`src/rtl/ldtu_packer_pkg.sv`:
```
// ldtu_packer_pkg
// Shared definitions for the LiTe-DTU sample packer: word header codes,
// trailer pattern, pack FSM state encoding and word formatting helpers.
// No ports (package).

package ldtu_packer_pkg;

  typedef enum logic [1:0] {
    ST_EMPTY = 2'd0,
    ST_BASE  = 2'd1,
    ST_SIG   = 2'd2
  } pack_state_e;

  localparam logic [1:0]  HDR_BASE5     = 2'b01;
  localparam logic [3:0]  HDR_BASEP     = 4'b1110;
  localparam logic [3:0]  HDR_SIG2      = 4'b0010;
  localparam logic [3:0]  HDR_SIG1      = 4'b0011;
  localparam logic [3:0]  HDR_TRAIL     = 4'b1101;
  localparam logic [15:0] TRAIL_PATTERN = 16'hA5A5;

  // Up to four held 6-bit baseline samples, entry 0 is the oldest.
  typedef logic [3:0][5:0] base_hold_t;

  function automatic logic [31:0] fmt_base5(input base_hold_t held, input logic [5:0] b4);
    return {HDR_BASE5, b4, held[3], held[2], held[1], held[0]};
  endfunction

  // Entries at or above cnt may hold stale data; they are forced to zero.
  function automatic logic [31:0] fmt_basep(input logic [2:0] cnt, input base_hold_t held);
    logic [23:0] payload;
    payload = '0;
    for (int i = 0; i < 4; i++) begin
      if (3'(i) < cnt) payload[i*6 +: 6] = held[i];
    end
    return {HDR_BASEP, 1'b0, cnt, payload};
  endfunction

  function automatic logic [31:0] fmt_sig2(input logic [12:0] s1, input logic [12:0] s0);
    return {HDR_SIG2, 2'b00, s1, s0};
  endfunction

  function automatic logic [31:0] fmt_sig1(input logic [12:0] s0);
    return {HDR_SIG1, 15'b0, s0};
  endfunction

  function automatic logic [31:0] fmt_trailer(input logic [7:0] frame_cnt);
    return {HDR_TRAIL, 4'b0000, frame_cnt, TRAIL_PATTERN};
  endfunction

endpackage

```
`src/rtl/ldtu_word_fifo.sv`:
```
// ldtu_word_fifo
// 32-bit show-ahead synchronous FIFO. A push while full is accepted only
// when a pop happens in the same cycle; otherwise it is ignored and the
// caller is responsible for flagging the loss.
// Ports:
//   CLK, rst_b   clock, async active-low reset
//   push_i       write wdata_i this cycle
//   pop_i        discard the head word this cycle (ignored when empty)
//   wdata_i      word to write
//   rdata_o      head word, forced to 0 when empty
//   full_o       Depth words stored
//   empty_o      no words stored

module ldtu_word_fifo #(
  parameter int Depth = 4
) (
  input  logic        CLK,
  input  logic        rst_b,
  input  logic        push_i,
  input  logic        pop_i,
  input  logic [31:0] wdata_i,
  output logic [31:0] rdata_o,
  output logic        full_o,
  output logic        empty_o
);

  localparam int AW = (Depth > 1) ? $clog2(Depth) : 1;

  logic [31:0]   mem_q [Depth];
  logic [AW-1:0] wr_ptr_q, rd_ptr_q;
  logic [AW:0]   count_q;
  logic          do_push, do_pop;

  assign full_o  = (count_q == (AW+1)'(Depth));
  assign empty_o = (count_q == '0);
  assign do_pop  = pop_i & ~empty_o;
  assign do_push = push_i & (~full_o | do_pop);
  assign rdata_o = empty_o ? 32'h0 : mem_q[rd_ptr_q];

  always_ff @(posedge CLK) begin
    if (do_push) mem_q[wr_ptr_q] <= wdata_i;
  end

  // Power-of-two depth: pointers wrap by natural overflow.
  always_ff @(posedge CLK or negedge rst_b) begin
    if (!rst_b) begin
      wr_ptr_q <= '0;
      rd_ptr_q <= '0;
      count_q  <= '0;
    end else begin
      if (do_push) wr_ptr_q <= wr_ptr_q + 1'b1;
      if (do_pop)  rd_ptr_q <= rd_ptr_q + 1'b1;
      case ({do_push, do_pop})
        2'b10:   count_q <= count_q + 1'b1;
        2'b01:   count_q <= count_q - 1'b1;
        default: count_q <= count_q;
      endcase
    end
  end

endmodule

```
`src/rtl/ldtu_sample_packer.sv`:
```
// ldtu_sample_packer
// Packs the input-FIFO sample stream into 32-bit words (BASE5/BASEP for
// baseline samples, SIG2/SIG1 for signal samples) and queues them in a
// small output FIFO towards the serializer.
// Optional frame trailers are built when LDTU_PACKER_FRAME_EN is defined.
// Ports:
//   CLK, rst_b     clock, async active-low reset
//   sample_valid   DATA_in/baseline_flag valid this cycle
//   DATA_in        [12] gain flag, [11:0] sample
//   baseline_flag  1: baseline sample, only DATA_in[5:0] is used
//   flush          emit held samples as a partial word
//   word_ready     downstream accepts word_data
//   word_valid     word_data holds a valid word
//   word_data      packed word
//   fifo_ovf       sticky, a word was dropped on a full output FIFO
//
// state    | meaning
// ST_EMPTY | nothing held
// ST_BASE  | bcnt (1..4) baseline samples held
// ST_SIG   | one signal sample held

module ldtu_sample_packer
  import ldtu_packer_pkg::*;
#(
  parameter int OutFifoDepth = 4
`ifdef LDTU_PACKER_FRAME_EN
  , parameter int FrameLen = 64
`endif
) (
  input  logic        CLK,
  input  logic        rst_b,
  input  logic        sample_valid,
  input  logic [12:0] DATA_in,
  input  logic        baseline_flag,
  input  logic        flush,
  input  logic        word_ready,
  output logic        word_valid,
  output logic [31:0] word_data,
  output logic        fifo_ovf
);

  pack_state_e st_q, st_d;
  logic [2:0]  bcnt_q, bcnt_d;
  base_hold_t  base_q, base_d;
  logic [12:0] sig_q, sig_d;
  logic        flush_pend_q, flush_pend_d;
  logic        data_push;
  logic [31:0] data_word;

  logic        push, pop, fifo_full, fifo_empty;
  logic [31:0] push_word;
  logic        ovf_q;

  always_comb begin
    st_d         = st_q;
    bcnt_d       = bcnt_q;
    base_d       = base_q;
    sig_d        = sig_q;
    flush_pend_d = 1'b0;
    data_push    = 1'b0;
    data_word    = 32'h0;

    if (sample_valid) begin
      case (st_q)
        ST_EMPTY: begin
          if (baseline_flag) begin
            base_d[0] = DATA_in[5:0];
            bcnt_d    = 3'd1;
            st_d      = ST_BASE;
          end else begin
            sig_d = DATA_in;
            st_d  = ST_SIG;
          end
        end
        ST_BASE: begin
          if (baseline_flag) begin
            if (bcnt_q == 3'd4) begin
              data_push = 1'b1;
              data_word = fmt_base5(base_q, DATA_in[5:0]);
              bcnt_d    = 3'd0;
              st_d      = ST_EMPTY;
            end else begin
              base_d[bcnt_q[1:0]] = DATA_in[5:0];
              bcnt_d              = bcnt_q + 3'd1;
            end
          end else begin
            data_push = 1'b1;
            data_word = fmt_basep(bcnt_q, base_q);
            bcnt_d    = 3'd0;
            sig_d     = DATA_in;
            st_d      = ST_SIG;
          end
        end
        ST_SIG: begin
          data_push = 1'b1;
          if (baseline_flag) begin
            data_word = fmt_sig1(sig_q);
            base_d[0] = DATA_in[5:0];
            bcnt_d    = 3'd1;
            st_d      = ST_BASE;
          end else begin
            data_word = fmt_sig2(DATA_in, sig_q);
            st_d      = ST_EMPTY;
          end
        end
        default: st_d = ST_EMPTY;
      endcase
    end

    // Flush acts on what is held after the sample was absorbed. If that
    // sample already produced a word, the flush waits one cycle.
    if ((flush | flush_pend_q) && (st_d != ST_EMPTY)) begin
      if (!data_push) begin
        data_push = 1'b1;
        data_word = (st_d == ST_SIG) ? fmt_sig1(sig_d) : fmt_basep(bcnt_d, base_d);
        bcnt_d    = 3'd0;
        st_d      = ST_EMPTY;
      end else begin
        flush_pend_d = 1'b1;
      end
    end
  end

  always_ff @(posedge CLK or negedge rst_b) begin
    if (!rst_b) begin
      st_q         <= ST_EMPTY;
      bcnt_q       <= 3'd0;
      base_q       <= '0;
      sig_q        <= '0;
      flush_pend_q <= 1'b0;
    end else begin
      st_q         <= st_d;
      bcnt_q       <= bcnt_d;
      base_q       <= base_d;
      sig_q        <= sig_d;
      flush_pend_q <= flush_pend_d;
    end
  end

`ifdef LDTU_PACKER_FRAME_EN
  localparam int DCW = (FrameLen > 1) ? $clog2(FrameLen) : 1;

  logic [DCW-1:0] dcnt_q;
  logic           trail_pend_q;
  logic [7:0]     frame_cnt_q;
  logic           trail_push;

  // Trailer only takes a cycle that carries no data word.
  assign trail_push = trail_pend_q & ~data_push;
  assign push       = data_push | trail_push;
  assign push_word  = data_push ? data_word : fmt_trailer(frame_cnt_q);

  always_ff @(posedge CLK or negedge rst_b) begin
    if (!rst_b) begin
      dcnt_q       <= '0;
      trail_pend_q <= 1'b0;
      frame_cnt_q  <= 8'd0;
    end else if (data_push) begin
      if (dcnt_q == DCW'(FrameLen - 1)) begin
        dcnt_q       <= '0;
        trail_pend_q <= 1'b1;
      end else begin
        dcnt_q <= dcnt_q + 1'b1;
      end
    end else if (trail_push) begin
      trail_pend_q <= 1'b0;
      frame_cnt_q  <= frame_cnt_q + 8'd1;
    end
  end
`else
  assign push      = data_push;
  assign push_word = data_word;
`endif

  assign pop = word_valid & word_ready;

  ldtu_word_fifo #(
    .Depth (OutFifoDepth)
  ) u_word_fifo (
    .CLK     (CLK),
    .rst_b   (rst_b),
    .push_i  (push),
    .pop_i   (pop),
    .wdata_i (push_word),
    .rdata_o (word_data),
    .full_o  (fifo_full),
    .empty_o (fifo_empty)
  );

  assign word_valid = ~fifo_empty;

  always_ff @(posedge CLK or negedge rst_b) begin
    if (!rst_b) ovf_q <= 1'b0;
    else if (push & fifo_full & ~pop) ovf_q <= 1'b1;
  end

  assign fifo_ovf = ovf_q;

endmodule

```
`config.mk`:
```
export PLATFORM = sky130hd
export DESIGN_NAME = ldtu_sample_packer
export DESIGN_NICKNAME = d
export VERILOG_FILES = /design/src/rtl/ldtu_packer_pkg.sv /design/src/rtl/ldtu_word_fifo.sv /design/src/rtl/ldtu_sample_packer.sv
export SDC_FILE = /design/constraint.sdc
export NUM_CORES = 1
export LEC_CHECK = 0
export BUFFER_PORTS_ARGS = -buffer_cell sky130_fd_sc_hd__buf_2
export CAP_MARGIN = 20
export CELL_PAD_IN_SITES_DETAIL_PLACEMENT = 2
export CELL_PAD_IN_SITES_GLOBAL_PLACEMENT = 2
export CORE_UTILIZATION = 40
export CTS_BUF_LIST = sky130_fd_sc_hd__clkbuf_4 sky130_fd_sc_hd__clkbuf_8
export CTS_CLUSTER_DIAMETER = 60
export DETAILED_ROUTE_END_ITERATION = 6
export PLACE_DENSITY = 0.74
export SLEW_MARGIN = 20
export SYNTH_ARGS = -nofsm -noshare
export SYNTH_HDL_FRONTEND = slang
export SYNTH_SLANG_ARGS = --single-unit
```
`constraint.sdc`:
```
create_clock -name CLK -period 5.1 [get_ports CLK]
set_clock_uncertainty 0.2 [all_clocks]
set_input_delay 0.255 -clock CLK [delete_from_list [all_inputs] [get_ports CLK]]
set_output_delay 0.255 -clock CLK [all_outputs]
set_load 0.01 [all_outputs]
```
After elaboration in Yosys (flattened, before gate mapping):

Memories as Yosys holds them, arrays and structs flattened.
Index checks and enable logic that the tools add are counted.

* word-level logic and storage cells: 107
* output and inout bits: 34
* flip-flop bits (word level): 51
* input bits: 19
* memories: 1
* memory bits (writable): 128

* magnitude comparators: 10
* mux-type cells: 54
* eq/ne operators: 7
* bitwise logic cells: 10
* add/subtract/negate cells: 5
* reduce and logical (&&, ||, !) cells: 8

Memories
* u_word_fifo.mem_q: depth 4, bits a word 32, read ports 1, clocked after memory_dff 0, wr ports 1, RTL line ldtu_word_fifo.sv:29 `logic [31:0] mem_q [Depth];`

Operator list (count)
* $mux W32: 6
* $mux W24: 3
* $pmux W32 S2: 1
* $mux W6: 10
* $mux W13: 3
* $mux W31: 1
* $mux W29: 1
* $bwmux W24: 1
* $mux W18: 1
* $mux W3: 6
* $demux W6 S2: 1
* $lt A1 B3 Y1 const A: 4
* $lt A2 B3 Y1 const A: 4
* $mux W2: 6
* $pmux W3 S2: 2
* $pmux W6 S2: 1
* $mux W1: 9
* $add A3 B1 Y3 const B: 2
* $eq A2 B2 Y1 const B: 3
* $eq A3 B3 Y1 const B: 2
* $pmux W2 S3: 1
* $and A1 B1 Y1: 5
* $add A2 B1 Y2 const B: 2
* $eq A2 B1 Y1 const B: 2
* other kinds (11): 17

Logic depth before layout (Yosys ltp):

Gate-level depths: netlist of the first run.

* word-level depth: 13
* mapped depth: 14
* depth with buffers taken out: 12

Modules after synthesis:

Synthesis of the first run repeated with hierarchy kept, for this count alone.

* cells, all modules: 566
* area, all modules: 8363.0 µm²

By module, submodules not included
* ldtu_word_fifo: cells each 258, times used 1, seq. area each 4018.9 µm², area an instance 5355.1 µm²
* ldtu_sample_packer: cells each 308, times used 1, seq. area each 1101.1 µm², area an instance 3007.9 µm²

Worst setup path before layout of the first run:

No wires, ideal clock.

* path kind: reg2reg
* start point: register bcnt_q[0]
* end point: memory u_word_fifo.mem_q[0][0], enable pin
* arrival time: 3.103 ns
* setup time: 0.421 ns
* required time: 4.479 ns
* path buffers: 2
* cell stages (with the launch flop): 10
* period minus slack after synthesis: 3.724 ns
* setup slack: 1.376 ns
* cell sequence: dfrtp_1 -> inv_1 -> ha_1 -> clkbuf_2 -> and2_4 -> o32ai_4 -> or2_1 -> buf_4 -> o21ai_4 -> nor2_1

* cells in the longest elaborated chain, start to end: 11
* elaborated cells on any way between the ends: 15
* those cells by class: eq/ne (1); mux (11); bitwise (1); reduce/logical (2)

RTL lines
* from (decl): RTL line ldtu_sample_packer.sv:43 `logic [2:0] bcnt_q, bcnt_d;`
* from (signal assigned): RTL line ldtu_sample_packer.sv:133 `bcnt_q <= bcnt_d;`
* $eq A3 B3 Y1 *: RTL line ldtu_sample_packer.sv:77 `if (bcnt_q == 3'd4) begin`
* $mux W2: RTL line ldtu_sample_packer.sv:77
* $mux W2: RTL line ldtu_sample_packer.sv:76 `if (baseline_flag) begin`
* $pmux W2 S3: RTL line ldtu_sample_packer.sv:64 `case (st_q)`
* $mux W2: RTL line ldtu_sample_packer.sv:63 `if (sample_valid) begin`
* $reduce_bool A2 Y1: RTL line ldtu_sample_packer.sv:112 `if ((flush | flush_pend_q) && (st_d != ST_EMPTY)) begin`
* $logic_and A1 B1 Y1: RTL line ldtu_sample_packer.sv:112
* $mux W1 *: RTL line ldtu_sample_packer.sv:112
* $and A1 B1 Y1 *: RTL line ldtu_word_fifo.sv:37 `assign do_push = push_i & (~full_o | do_pop);`
* $mux W1 *: RTL line ldtu_word_fifo.sv:41 `if (do_push) mem_q[wr_ptr_q] <= wdata_i;`
* $mux W1 (implied by the code) *: RTL line ldtu_word_fifo.sv:41
* to (decl): RTL line ldtu_word_fifo.sv:29

Mark *: on every way between the ends. The rest lies on a longest branch, timed or not.

Worst setup path in the final report of the first run:

* start point: register st_q[0]
* end point: register u_word_fifo.count_q[2]

* cells in the longest elaborated chain, start to end: 10
* elaborated cells on any way between the ends: 17
* those cells by class: eq/ne (4); mux (8); bitwise (1); reduce/logical (4)

RTL lines
* from (decl): RTL line ldtu_sample_packer.sv:42 `pack_state_e st_q, st_d;`
* from (signal assigned): RTL line ldtu_sample_packer.sv:132 `st_q <= st_d;`
* $mux W2: RTL line ldtu_sample_packer.sv:77
* $mux W2: RTL line ldtu_sample_packer.sv:76
* $pmux W2 S3: RTL line ldtu_sample_packer.sv:64
* $mux W2: RTL line ldtu_sample_packer.sv:63
* $reduce_bool A2 Y1: RTL line ldtu_sample_packer.sv:112
* $logic_and A1 B1 Y1: RTL line ldtu_sample_packer.sv:112
* $mux W1 *: RTL line ldtu_sample_packer.sv:112
* $and A1 B1 Y1 *: RTL line ldtu_word_fifo.sv:37
* $eq A2 B1 Y1 / $eq A2 B2 Y1 (equally long branches): RTL line ldtu_word_fifo.sv:53 `case ({do_push, do_pop})`
* $pmux W3 S2 / $reduce_bool A2 Y1 (equally long branches)
* to (signal assigned): RTL line ldtu_word_fifo.sv:54 `2'b10: count_q <= count_q + 1'b1;`
* to (signal assigned): RTL line ldtu_word_fifo.sv:55 `2'b01: count_q <= count_q - 1'b1;`
* to (signal assigned): RTL line ldtu_word_fifo.sv:56 `default: count_q <= count_q;`
* to (decl): RTL line ldtu_word_fifo.sv:31 `logic [AW:0] count_q;`

Marks and branches as above.
A chain may end at the register's enable or synchronous reset.

==> impl_metrics.ini, run 1 <==
[finish]
layout-drive-gt1-share = 0.277
fillers = 1937
fin_nets = 634
n_antenna_cell = 0
fin_util = 0.464
area_delta_synth_final_pct = 12.5

[timing]
grt_setup_unrepaired = no
period_share = 0.689
drv_slew = 0
setup_viol = 0
setup_tns_ns = 0
hold_violations = 0
fmax_ghz = 0.285
finalCriticalPeriod_ns = 3.51
maxSlewHeadroom = 0.409
worst_slew_pin_slew_ns = 0.880

[pwr]
ir_drop_uv = 229
power_density_mw_per_mm2 = 464
leakagePower_uw = 0.00341

[synthesis]
synth_top_cell_by_area = edfxtp_1
yosysMostFrequentCell = edfxtp_1
synth-warning-count = 0
synth.avg_cell_area_um2 = 15.1
yosysUniqueCellTypes = 62
synth_edf_count = 128
synth_cells = 538
synth.ff_latch_count = 179
yosys-top-cells-area = edfxtp_1, dfrtp_1, mux4_2
syn_nets = 571
netlist_area_mm2 = 0.00811
synth_top_area_share = 0.474
ys_seq_area_frac = 0.632
ys.flop_type = edfxtp_1
synth_common_cells = edfxtp_1, dfrtp_1, and2_1
synth-async-reset-ratio = 0.285

[min_path]
hp-class = input port to flop
hold_depth = 2

[setup_path]
r2r-start = st_q[0]
cp-start-kind = flop
path_class = flop to flop
worstSetupEndpoint = u_word_fifo.count_q[2]
startpoint = st_q[0]
crit_path_end_kind = flop
reg2reg_slack_ns = 1.59
r2r.worst_path.cells = 12
crit_fanout = 19
timing.rr.end = u_word_fifo.count_q[2]
arrival_ns = 3.70
worstPathRequired_ns = 5.29

[routing]
top_layer_used = met4
drtPass1Iterations = 5
routed_via_density = 5.67
drtAntennaViolNets = 0
drtIter0Drc = 299
wl_per_cell_um = 25.0
wl_met3_um = 905
dr_wl_met2_mm = 11.8
drc = 0
met1_length_mm = 8.96
wl_mm = 22.0
vias = 4982

[placement]
place.gp.congestion = 0.819
numPortBuffers = 52
dp_hpwl_mm = 14.7

[global_route]
gr-usage-all-layers = 0.228
antenna_found_initial = 0
grt_max_degree = 52
grt_overflow = 0
grt_pass1_vias = 5706
grt_first_pass_wirelength_mm = 34.1

[cts]
ctsHtreeMaxLevel = 4
clkSinkCount = 179
clk_path_buf_depth = 2
cts-resized-gates = 0
cts_tree = built
cts_root_buf = clkbuf_8
cts_buffers = 17
cts.reportedPaths.clkPinSlew_ns = 0.09
clk_latency_ns = 0.47

[floorplanning]
die-width_um = 144
coreArea_mm2 = 0.0197
fp-row-count = 51
die_h_um = 144
die_area_mm2 = 0.0208
start_util = 0.412
ioPinCount = 53

[flow_run]
max_cap_viol_count = 0

[outcome]
status = complete, no violations
## metrics by stage
stage          instance area, µm²  instances  power, µW  setup WS (ns)  hold slack [ns]
6_report                     9120        879       4230           1.59           0.0347
5_1_grt                      9120        879       4460           1.34           0.0108
4_1_cts                      9120        879       4290           1.56          0.00331
3_5_place_dp                 8610        836       3300           1.59            0.238
3_3_place_gp                 8610        836       3210           1.73            0.230
2_1_floorplan                8110        538       2800           1.38           -0.241
## cell usage in the layout (no fill, tap or decap), types with 3 or more instances in the layout
master,synthesis,layout
o211ai_1,8,8
a21oi_1,8,8
xnor2_1,3,3
xor2_1,3,3
nand3b_1,3,3
a22o_1,6,6
ha_1,13,13
nor3_1,4,4
a22oi_1,27,27
inv_1,21,21
o21ai_0,7,7
a21o_1,3,3
inv_6,0,4
nand4_1,3,3
o21ai_1,7,7
mux4_2,32,32
nor2_1,13,9
clkbuf_8,0,17
dfrtp_1,51,50
dlygate4sd3_1,0,11
buf_4,4,8
nand3_1,26,26
edfxtp_1,128,128
nor2b_1,4,4
nor2_2,1,5
a32oi_1,3,3
mux2_2,27,27
nand2_1,27,27
and2_1,38,38
clkinv_2,0,3
mux2_1,4,4
buf_2,7,52
## logic make-up after synthesis
family | after synthesis | synth area share
XOR/XNOR | 6 | 0.00648
multiplexers | 64 | 0.134
adder cells (fa/ha/maj) | 14 | 0.0225
flip-flops | 179 | 0.632
AO/OA/AOI/OAI | 93 | 0.0874
buffers and inverters | 48 | 0.0290
AND/OR/NAND/NOR | 134 | 0.0892
## flip-flops by register name, indices dropped and copies added (netlist names)
register	count
base_q	24
bcnt_q	3
fifo_ovf	1
flush_pend_q	1
sig_q	13
st_q	2
u_word_fifo.count_q	3
u_word_fifo.mem_q	128
u_word_fifo.rd_ptr_q	2
u_word_fifo.wr_ptr_q	2
## routing by layer
layer | up-vias | global-route usage
li1 | 2192 | -
met1 | 2658 | 0.283
met2 | 112 | 0.407
met3 | 20 | 0.0305
met4 | 0 | 0.0792
met5 | - | 0
## report_power, final
part / switching (µW) / leakage [µW] / internal (µW)
clock: 541 / 0.000200 / 449
combinational: 689 / 0.00137 / 622
sequential: 159 / 0.00184 / 1770
total: 1390 / 0.00341 / 2840
## layout make-up
class / instances / area [µm²] / share of cell area
multi-input cells: 311 / 2760 / 0.303
repair buffers: 71 / 430 / 0.0472
clock buffers: 18 / 241 / 0.0265
flip-flops and latches: 179 / 5120 / 0.562
clock inverters: 14 / 154 / 0.0169
inverters: 21 / 78.8 / 0.00864
well taps: 265 / 332 / 0.0364
## how the worst min path moves through the flow
| stage | from | to | slack, ns |
|---|---|---|---|
| CTS | DATA_in[1] | base_q[7] | 0.003 |
| finish | DATA_in[1] | base_q[19] | 0.03 |
| global placement | rst_b | u_word_fifo.count_q[0] | 0.23 |
| floorplan | rst_b | base_q[0] | -0.24 |
| detailed placement | rst_b | u_word_fifo.count_q[0] | 0.24 |
| global route | DATA_in[1] | base_q[7] | 0.01 |
## what timing repair did
action                    in CTS  in global routing
hold buffers                  11                  0
hold endpoints to repair      60                  0
setup buffers                  0                  0
## critical path: stages, from the launching register on
cell	delay, ns
dfrtp_1	0.41
inv_1	0.10
ha_1	0.29
and3_1	0.51
a21oi_2	0.33
o211ai_1	0.18
o21ai_4	0.31
ha_1	0.25
inv_1	0.06
fa_1	0.38
xor2_1	0.15
nor2_1	0.11
xor2_1	0.15
Note: power is estimated with default switching activity, not from simulation.
==> inputs of run 2 (changes only) <==
--- a/config.mk
+++ b/config.mk
@@ -13,7 +13,7 @@
 export CTS_BUF_LIST = sky130_fd_sc_hd__clkbuf_4 sky130_fd_sc_hd__clkbuf_8
 export CTS_CLUSTER_DIAMETER = 60
 export DETAILED_ROUTE_END_ITERATION = 6
-export PLACE_DENSITY = 0.74
+export PLACE_DENSITY = 0.77
 export SLEW_MARGIN = 20
 export SYNTH_ARGS = -nofsm -noshare
 export SYNTH_HDL_FRONTEND = slang
==> constraint.sdc (replaced) <==
create_clock -name CLK -period 2.85 [get_ports CLK]
set_clock_uncertainty 0.2 [all_clocks]
set_input_delay 0.1425 -clock CLK [delete_from_list [all_inputs] [get_ports CLK]]
set_output_delay 0.1425 -clock CLK [all_outputs]
set_load 0.01 [all_outputs]
==> impl_metrics.ini, run 2 (same netlist as run 1, synthesis figures left out) <==
[placement]
place.gp.congestion = 0.864
numPortBuffers = 52
dp_hpwl_mm = 15.9
place_ws_ns = -0.0138
placed_area_mm2 = 0.00890

[routing]
drtAntennaViolNets = 0
drtPass1Iterations = 4
vias = 5251
routed_via_density = 5.75
drtIter0Drc = 355
wl_per_cell_um = 26.7
wl_mm = 24.4
drc = 0

[global_route]
grt_max_degree = 34
grt_pass1_vias = 6081
grt_first_pass_wirelength_mm = 36.8
grt_overflow = 0
gr-usage-all-layers = 0.249
antenna_found_initial = 0

[cts]
ctsHtreeMaxLevel = 4
clkSinkCount = 179
clk_path_buf_depth = 2
clk_latency_ns = 0.47
cts.reportedPaths.clkPinSlew_ns = 0.10
cts_tree = built
cts_buffers = 17
cts_root_buf = clkbuf_8

[setup_path]
path_class = flop to flop
path_buf_inv = 2
cp-start-kind = flop
crit_slowest_cell = dfrtp_2
crit_path_end_kind = flop
crit_fanout = 5
arrival_ns = 2.96
worstPathRequired_ns = 3.05
cp_common_cell = xor2_1
crit_path_max_incr_delay_ns = 0.44
reg2reg_slack_ns = 0.09
crit_chain = inv_2, ha_4, nand2_1, o32ai_4, or2_4, o21ai_4, ha_2, inv_1, fa_2, xor2_1, nor2_1, xor2_1
cpLargestDelayFamily = adder cells

[floorplanning]
die-width_um = 144
ioPinCount = 53
die_area_mm2 = 0.0208
coreArea_mm2 = 0.0197
start_util = 0.412
die_h_um = 144
fp-row-count = 51

[outcome]
status = complete, no violations

[timing]
fmax_ghz = 0.363
hold_violations = 0
worst_slew_pin_slew_ns = 1.01
whs_ns = 0.0642
finalCriticalPeriod_ns = 2.76
fin_ws_ns = 0.0921
drv_slew = 0
setup_tns_ns = 0
period_share = 0.968
setup_viol = 0
maxSlewHeadroom = 0.321

[finish]
n_antenna_cell = 0
area_delta_synth_final_pct = 18.7
final_area_mm2 = 0.00962
fin_nets = 669
top_register = u_word_fifo.mem_q
layout_common_cells = edfxtp_1, buf_2, dfrtp_1
reg.largest.list = u_word_fifo.mem_q: 128 flops, base_q: 24 flops, sig_q: 13 flops
multiInputGateArea_mm2 = 0.00285
layout-drive-gt1-share = 0.330
regArea_mm2 = 0.00512
final_common_cell = edfxtp_1
fillers = 1897
largest_reg_flops = 128
fin_util = 0.489

[flow_run]
max_cap_viol_count = 0

[pwr]
power_density_mw_per_mm2 = 832
leakagePower_uw = 0.00362
ir_drop_uv = 539

[min_path]
hp-class = input port to asynchronous set/reset pin
[run 2: cell count changes in the layout (fill, tap and decap cells not counted), moves of 3 or more]
cell           delta
dfrtp_2           +3
ha_1              -6
buf_4            +23
inv_1             -3
dfrtp_1           -3
ha_2              +3
buf_12            +6
ha_4              +3
dlygate4sd3_1     +6
[run 2: repair_timing]
| item | in CTS | in global routing |
|---|---|---|
| setup endpoints to repair | 9 | 39 |
| hold buffers | 17 | 0 |
| setup buffers | 0 | 2 |
| endpoints found under the hold margin | 84 | 0 |
| gates resized for setup | 5 | 13 |
| pin swaps | 1 | 4 |
[run 2: worst paths after layout]
path,end,cells past startpoint,startpoint
worst max-delay path,u_word_fifo.count_q[2],12,st_q[1]
min in group CLK,flush_pend_q,5,sample_valid
worst max register to register,u_word_fifo.count_q[2],12,st_q[1]
worst min-delay path,base_q[4],2,rst_b
max in group asynchronous,base_q[6],3,rst_b
worst min register to register,u_word_fifo.rd_ptr_q[0],1,u_word_fifo.rd_ptr_q[0]
[run 2: where the power goes]
| group | switching [µW] | leakage, µW | internal (µW) |
|---|---|---|---|
| Clock | 1010 | 0.000226 | 984 |
| Combinational | 1410 | 0.00156 | 1240 |
| Sequential | 186 | 0.00184 | 3180 |
[run 2: final cells by class]
type | instances | area share
sequential | 179 | 0.533
multi-input combinational | 311 | 0.296
timing repair buffer | 106 | 0.0814
tap | 265 | 0.0345
clock buffer | 17 | 0.0243
clock inverter | 15 | 0.0228
inverter | 21 | 0.00845
[run 2: layer usage]
metal	vias to the layer above	GRT usage	routed length [µm]
met5	-	0	0
met4	0	0.0942	604
met3	48	0.0444	872
met2	150	0.451	13200
met1	2790	0.292	9690
li1	2263	-	-
[run 2: through the flow]
stage                     std cells  total power [µW]
after floorplan                 538              5030
after global placement          863              5870
after detailed placement        863              6050
after CTS                       912              8070
after global routing            914              8370
final                           914              8000
==> inputs of run 3 (changes only) <==
--- a/config.mk
+++ b/config.mk
@@ -13,7 +13,7 @@
 export CTS_BUF_LIST = sky130_fd_sc_hd__clkbuf_4 sky130_fd_sc_hd__clkbuf_8
 export CTS_CLUSTER_DIAMETER = 60
 export DETAILED_ROUTE_END_ITERATION = 6
-export PLACE_DENSITY = 0.77
+export PLACE_DENSITY = 0.74
 export SLEW_MARGIN = 20
 export SYNTH_ARGS = -nofsm -noshare
 export SYNTH_HDL_FRONTEND = slang
==> constraint.sdc (replaced) <==
create_clock -name CLK -period 3.48 [get_ports CLK]
set_clock_uncertainty 0.2 [all_clocks]
set_input_delay 0 -clock CLK [delete_from_list [all_inputs] [get_ports CLK]]
set_output_delay 0 -clock CLK [all_outputs]
set_load 0.01 [all_outputs]
==> impl_metrics.ini, run 3 (same netlist as run 1, synthesis figures left out) <==
[outcome]
status = complete, no violations

[global_route]
antenna_found_initial = 0
met1_usage = 0.301
grt_max_degree = 36
grt_pass1_vias = 5930
grt_overflow = 0
grt.busiest_layer = met2
grt_first_pass_wirelength_mm = 35.6
gr-usage-all-layers = 0.238
met2_usage = 0.416
grtUsageMet3 = 0.0434

[finish]
area_delta_synth_final_pct = 15.7
reg.largest.list = u_word_fifo.mem_q: 128 flops, base_q: 24 flops, sig_q: 13 flops
finalNonFillerCells = 898
largest_reg_flops = 128
fin_nets = 653
fillers = 1905
final_common_cell = edfxtp_1
top_register = u_word_fifo.mem_q
final_area_mm2 = 0.00938
layout_common_cells = edfxtp_1, buf_2, dfrtp_1
fin_util = 0.477
layout-drive-gt1-share = 0.283
n_antenna_cell = 0

[setup_path]
worstPathRequired_ns = 3.52
crit_path_end_kind = flop
r2r-start = bcnt_q[0]
cpLargestDelayFamily = compound AO/OA/AOI/OAI gates
path_buf_inv = 3
crit_chain = inv_1, ha_1, buf_4, nand2_1, a211oi_1, a311oi_1, buf_4, a21oi_2, o211ai_1
cp_num_cells = 9
cp-start-kind = flop
startpoint = bcnt_q[0]
cp_common_cell = buf_4
arrival_ns = 3.17
r2r.worst_path.cells = 9
crit_slowest_cell = a311oi_1
crit_fanout = 9
path_class = flop to flop
crit_path_max_incr_delay_ns = 0.58

[pwr]
power_frac_clock = 0.237
p_seq_frac = 0.447
power_density_mw_per_mm2 = 679
leakagePower_uw = 0.00352
power_switching_uw = 2110
power_frac_comb = 0.316
ir_drop_uv = 362
intPower_uw = 4260
netSwitchingFraction = 0.331

[timing]
finalCriticalPeriod_ns = 3.12
worst_slew_pin_slew_ns = 0.887
drv_slew = 0
setup_viol = 0
maxSlewHeadroom = 0.408
grt_setup_unrepaired = no
period_share = 0.897
whs_ns = 0.0546
setup_tns_ns = 0
hold_violations = 0
fmax_ghz = 0.320

[flow_run]
max_cap_viol_count = 0

[routing]
drtIter0Drc = 304
wl_per_cell_um = 25.2
drc = 0
routed_via_density = 5.73
drtAntennaViolNets = 0
wl_mm = 22.6
drtPass1Iterations = 4
vias = 5144

[floorplanning]
start_util = 0.412
die_h_um = 144
die-width_um = 144
coreArea_mm2 = 0.0197
ioPinCount = 53
fp-row-count = 51
die_area_mm2 = 0.0208

[cts]
clk_path_buf_depth = 2
cts_buffers = 17
cts_tree = built
clk_latency_ns = 0.47
cts_root_buf = clkbuf_8
ctsHtreeMaxLevel = 4
cts.reportedPaths.clkPinSlew_ns = 0.10
clkSinkCount = 179

[placement]
numPortBuffers = 52
dp_cells = 844
dp_hpwl_mm = 15.2
placed_area_mm2 = 0.00875
place.gp.congestion = 0.803

[min_path]
hp-class = input port to flop
hold_depth = 3
hp-start = sample_valid
-- run 3: cell types whose count changed in the layout (fill, tap and decap cells not counted), sizes merged --
cell / before / now
bufinv: 4 / 2
dlygate4sd3: 17 / 19
buf: 89 / 71
clkinv: 3 / 4
clkbuf: 17 / 18
-- run 3: metrics by stage --
stage                     worst slack [ns]  power (µW)
after floorplan                     -0.244        4100
after global placement               0.339        4780
after detailed placement             0.204        4920
after CTS                            0.176        6450
after global routing                 0.111        6710
final                                0.358        6370
-- run 3: power by group through the flow --
stage          sequential [µW]  combinational (µW)  clock (µW)
2_1_floorplan             2730                1370           0
3_3_place_gp              2860                1920           0
3_5_place_dp              2900                2020           0
4_1_cts                   2860                2050        1550
5_1_grt                   2890                2200        1620
6_report                  2850                2010        1510
-- run 3: path summary, 6_finish.rpt --
check	end	slack, ns
worst max-delay path	u_word_fifo.mem_q[1][12]	0.36
worst min-delay path	base_q[17]	0.05
worst max register to register	u_word_fifo.mem_q[1][12]	0.36
worst min register to register	u_word_fifo.count_q[2]	0.30
max in group asynchronous	u_word_fifo.rd_ptr_q[0]	1.42
min in group asynchronous	sig_q[4]	0.47
-- run 3: worst register-to-register path: stages (launching register included) --
cell,delay [ns]
dfrtp_1,0.53
inv_1,0.11
ha_1,0.25
buf_4,0.18
nand2_1,0.17
a211oi_1,0.10
a311oi_1,0.58
buf_4,0.25
a21oi_2,0.13
o211ai_1,0.39
-- run 3: cell type report --
cell class,count,area [µm²],share of cell area
clock inverters,14,169,0.0180
repair buffers,90,668,0.0713
clock buffers,18,241,0.0258
inverters,21,78.8,0.00841
flip-flops and latches,179,5120,0.546
multi-input cells,311,2770,0.295
well taps,265,332,0.0354
-- run 3: metal layers --
metal | part of all wire | vias to the layer above | routed length (µm)
li1 | - | 2228 | -
met5 | 0 | - | 0
met2 | 0.53 | 99 | 11900
met4 | 0.014 | 0 | 316
met3 | 0.027 | 25 | 603
met1 | 0.43 | 2792 | 9770
-- run 3: timing repair --
| action | CTS | global route |
|---|---|---|
| setup buffers | 0 | 3 |
| resized for setup | 0 | 1 |
| hold buffers | 19 | 0 |
| setup endpoints to repair | 0 | 1 |
| hold endpoints to repair | 143 | 0 |
